### config.mk
export PLATFORM = sky130hd
export DESIGN_NAME = reg_file_mp
export DESIGN_NICKNAME = d
export VERILOG_FILES = /design/src/rtl/reg_file_mp.sv
export SDC_FILE = /design/constraint.sdc
export NUM_CORES = 1
export LEC_CHECK = 0
export BUFFER_PORTS_ARGS = -buffer_cell sky130_fd_sc_hd__buf_2
export CELL_PAD_IN_SITES_DETAIL_PLACEMENT = 0
export CELL_PAD_IN_SITES_GLOBAL_PLACEMENT = 1
export CORE_UTILIZATION = 25
export CTS_CLUSTER_DIAMETER = 80
export DETAILED_ROUTE_END_ITERATION = 8
export HOLD_SLACK_MARGIN = 0.06
export PLACE_DENSITY = 0.43
export SYNTH_ARGS = -nofsm -noshare
export SYNTH_HDL_FRONTEND = slang
export SYNTH_SLANG_ARGS = --single-unit
### constraint.sdc
create_clock -name clk -period 3.1 [get_ports clk]
set_clock_uncertainty 0.1 [all_clocks]
set_input_delay 0.465 -clock clk [delete_from_list [all_inputs] [get_ports clk]]
set_output_delay 0.465 -clock clk [all_outputs]
set_load 0.05 [all_outputs]
### src/rtl/reg_file_mp.sv
// reg_file_mp: multi-read-port register file with write bypass, hardwired x0,
// pending scoreboard and a post-reset sequencer that clears the array and loads sp.
module reg_file_mp #(
  parameter int XLEN = 32,
  parameter int NREGS = 32,
  parameter int AW = $clog2(NREGS),
  parameter int NUM_RD = 2,
  parameter logic [XLEN-1:0] SP_INIT = XLEN'(32'h0001_0000)
) (
  input  logic                   clk,
  input  logic                   reset,
  output logic                   ready,
  input  logic                   we,
  input  logic [AW-1:0]          addr_rd,
  input  logic [XLEN-1:0]        data_rd,
  input  logic [NUM_RD*AW-1:0]   addr_rs,
  output logic [NUM_RD*XLEN-1:0] data_rs,
  input  logic                   issue_en,
  input  logic [AW-1:0]          issue_rd,
  output logic [NUM_RD-1:0]      pending_rs
);
  typedef enum logic {INIT, RUN} state_t;
  state_t state, state_nxt;
  logic run;
  logic [AW-1:0] cnt;
  logic [XLEN-1:0] mem [NREGS];
  logic [NREGS-1:0] pending, pending_nxt;
  always_ff @(posedge clk or posedge reset)
    if (reset) state <= INIT;
    else state <= state_nxt;
  always_comb state_nxt = (state == INIT && cnt == AW'(NREGS - 1)) ? RUN : state;
  always_comb begin
    run = state == RUN;
    ready = run;
  end
  always_ff @(posedge clk or posedge reset)
    if (reset) cnt <= '0;
    else if (!run) cnt <= cnt + 1'b1;
  // No reset on the array: the INIT sweep is what clears it.
  always_ff @(posedge clk)
    if (!run) mem[cnt] <= cnt == AW'(2) ? SP_INIT : '0;
    else if (we && addr_rd != '0) mem[addr_rd] <= data_rd;
  // Set after clear so a new producer wins over a retiring one.
  always_comb
    pending_nxt = ((pending & ~({NREGS{we}} & (NREGS'(1) << addr_rd)))
                  | ({NREGS{issue_en}} & (NREGS'(1) << issue_rd))) & ~NREGS'(1);
  always_ff @(posedge clk or posedge reset)
    if (reset) pending <= '0;
    else if (run) pending <= pending_nxt;
  for (genvar k = 0; k < NUM_RD; k++) begin : g_rd
    logic [AW-1:0] a;
    always_comb begin
      a = addr_rs[k*AW +: AW];
      data_rs[k*XLEN +: XLEN] = (!run || a == '0) ? '0 : (we && addr_rd == a) ? data_rd : mem[a];
      pending_rs[k] = pending[a];
    end
  end
endmodule

==> flow_metrics.tcl <==
set metrics [dict create \
    critPathKind "reg2out" \
    synth_xor_area_share_pct 0.225 \
    n_fill_cell 19200 \
    coreArea_sq_um 200000 \
    syn_area_per_cell_sq_um 17.3 \
    wl_um 213000 \
    worstHoldPathType "in2reg" \
    ir_worst_vdd_mv 0.446 \
    drv_slew 0 \
    path_clk_slew_ns 0.06 \
    synth_fa_ha_area_share_pct 0.0742 \
    synth_top_family_by_area "multiplexers" \
    final_util_pct 32.7 \
    diodes 0 \
    synth_edf_count 1024 \
    r2r-start "ready$_DFFE_PP0P_" \
    status "complete, but fails checks" \
    avgViaCountPerCell 5.35 \
    crit_slowest_cell "mux4_2" \
    critical-path-top-delay-family "compound AO/OA/AOI/OAI gates" \
    firstDrtPassIters 5 \
    start_util_pct 25.2 \
    synthFlopType "edfxtp_1" \
    ys_seq_area_share_pct 62.6 \
    worst_hold_path.num_cells 5 \
    power_mw 35.4 \
    p_leak_nw 23.7 \
    p_per_area_nw_per_um2 540 \
    hold_viol_final 0 \
    final_area_sq_um 65600 \
    syn-num-nets 2992 \
    yosys.area_share.simple_pct 3.19 \
    rows 164 \
    clock_path_buffers 3 \
    syn_to_final_growth_pct 29.7 \
    required_ns 2.53 \
    top_level_ports 123 \
    synth_compound_area_share_pct 7.41 \
    critPathLaunchType "flop" \
    die_y_um 452 \
    die_w_um 452 \
    crit_arrival_ns 2.74 \
    clock_sinks 1061 \
    clock_latency_ns 0.75 \
    cp-startpoint "mem[11][31]$_DFFE_PP_" \
    rsz0062_at_grt "true" \
    setup_ws_ns -0.201 \
    placed_area_sq_um 60200 \
    setup_violations 47 \
    r2r_cells 4 \
    violations "negative setup slack" \
    hold_path_end "pending[16]$_DFFE_PP0P_" \
    portBuffers 122 \
    initialDrtViolationCount 3236 \
    maxCapViolations 0 \
    hp-start "addr_rd[0]" \
    r2r_end "mem[25][14]$_DFFE_PP_" \
    gp_congestion 0.800 \
    drive_gt1_share_pct 39.1 \
    ys_top_cells_by_area "edfxtp_1 61%, mux4_2 17%, mux2i_1 7.3%, a22oi_1 2.3%, dfrtp_1 1.8%" \
    synth_top_area_cell "edfxtp_1" \
    syn_inst 2933 \
    ant_nets 0 \
    grt_util_all_layers_pct 20.6 \
    grt_max_degree 62 \
    ys_warn_count 0 \
    critPathBufInv 1 \
    htreeDepth 4 \
    worstMarginPinSlew_ns 1.11 \
    dp_hpwl_um 139000 \
    dieArea_sq_um 204000 \
    layout.nets 3498 \
    cp_max_fo 2 \
    yosys-mux-area-fraction_pct 24.1 \
    drt-wirelength-per-cell_um 34.3 \
    drcViolationCount 0 \
    cts_tree "done" \
    setup_tns_ns -3.23 \
    cp-end-kind "output pin" \
    overflow 0 \
    cts_buffers 134 \
    period_needed_ns 3.30 \
    relSlewSlack_pct 26.1 \
    grt_pass1_vias 34700 \
    synth_cell_types 53 \
    path_cells "mux4_2, or2_0, a31oi_1, o21ai_1, a32o_2, buf_12" \
    fin_crit_sh_pct 106 \
    r2r_setup_slack_ns 0.19 \
    syn_area_sq_um 50600 \
    vias 33200 \
    async_flop_share_pct 3.49 \
    antenna_found_initial 4 \
    netlist.area_leader.share_pct 60.8 \
    fmax_ghz 0.303 \
    slowest_delay_ns 0.47 \
    cts_root_buf "clkbuf_16" \
    synth_seq_cells 1061 \
    grt_pass1_wl_um 292000 \
]
state kept, by name (all words and copies together) (netlist names):
register,flops
mem,1024
pending,31
cnt,5
ready,1
final cells by class:
type	count	area [sq um]	area share [%]
Sequential cell	1061	31700	48.3
Clock buffer	164	3590	5.47
Tap cell	2656	3320	5.06
Multi-Input combinational cell	1622	18700	28.5
Timing Repair Buffer	614	7670	11.7
Clock inverter	79	618	0.942
Inverter	6	22.5	0.0343
worst max-delay path by stage:
stage | to | slack, ns | depth (start not counted)
floorplan | mem[3][0]$_DFFE_PP_ | 0.007 | 6
global placement | data_rs[22] | -0.39 | 8
detailed placement | data_rs[22] | -0.38 | 8
CTS | data_rs[63] | -0.26 | 6
global route | data_rs[55] | -0.31 | 6
finish | data_rs[63] | -0.20 | 6
cells in the final DEF (no fill, tap or decap), drive strengths merged, types with 59 or more instances in the layout:
cell type / count
a22oi: 156
a32o: 64
buf: 600
clkbuf: 164
clkinv: 60
edfxtp: 1024
mux2i: 369
mux4: 374
nand2: 99
nand3: 59
o211ai: 73
o21ai: 104
logic make-up (layout without fill, tap and decap cells):
| family | count (synthesis) | count (layout) |
|---|---|---|
| AO/OA/AOI/OAI | 533 | 533 |
| XOR/XNOR | 13 | 13 |
| adder cells (fa/ha/maj) | 3 | 3 |
| buffers and inverters | 250 | 863 |
| flip-flops | 1061 | 1061 |
| multiplexers | 751 | 751 |
| AND/OR/NAND/NOR | 322 | 322 |
power breakdown:
part	internal (mW)	total [mW]	switching (mW)
Combinational	1.80	4.37	2.56
Clock	8.76	15.2	6.42
Sequential	15.8	15.9	0.0449
worst min-delay path, cell delays in order:
cell and delay [ns]:
buf_2 0.14, or4_1 0.14, buf_4 0.12, o21ai_0 0.07
o21ai_0 0.07
synthesized netlist by cell type, types with 2 or more instances:
| master | number |
|---|---|
| a211oi_1 | 32 |
| a21oi_1 | 33 |
| a22oi_1 | 156 |
| a31oi_1 | 31 |
| a32o_1 | 64 |
| and2_1 | 34 |
| and3_1 | 3 |
| buf_1 | 16 |
| buf_2 | 85 |
| buf_4 | 23 |
| buf_6 | 10 |
| clkbuf_1 | 110 |
| dfrtp_1 | 37 |
| edfxtp_1 | 1024 |
| ha_1 | 3 |
| inv_1 | 6 |
| mux2_2 | 8 |
| mux2i_1 | 369 |
| mux4_2 | 374 |
| nand2_1 | 99 |
| nand2b_1 | 29 |
| nand3_1 | 58 |
| nand3b_1 | 11 |
| nor2_1 | 45 |
| nor2b_1 | 9 |
| nor3_1 | 6 |
| o2111ai_1 | 2 |
| o211ai_1 | 73 |
| o21ai_0 | 103 |
| o22ai_1 | 32 |
| or2_0 | 11 |
| or2_2 | 2 |
| or3_1 | 2 |
| or3b_2 | 2 |
| or4_1 | 2 |
| xnor2_1 | 4 |
| xor2_1 | 9 |
metrics by stage:
step	setup WS [ns]	hold slack [ns]	cells
3_3_place_gp	-0.392	0.408	5924
4_1_cts	-0.260	0.131	6196
5_1_grt	-0.309	0.210	6202
2_1_floorplan	0.00733	0.382	2933
3_5_place_dp	-0.384	0.420	5924
6_report	-0.201	0.196	6202
metal layers:
layer  vias to the layer above  GRT usage (%)  wire [um]
met5                         -              0         20
met1                     18100           27.9      92600
li1                      13400              -          -
met4                         4           6.23       6570
met2                      1334           33.9     102000
met3                       319           3.24      12100
repair_timing:
action                                 in CTS  in global routing
setup endpoints to repair                  66                 97
gates resized for setup                   226                 34
cloned                                      3                  0
setup buffers                              20                  7
endpoints found under the hold margin      63                  0
hold buffers                               12                  0
pin swaps                                 117                 42
(Power assumes the default switching activity.)
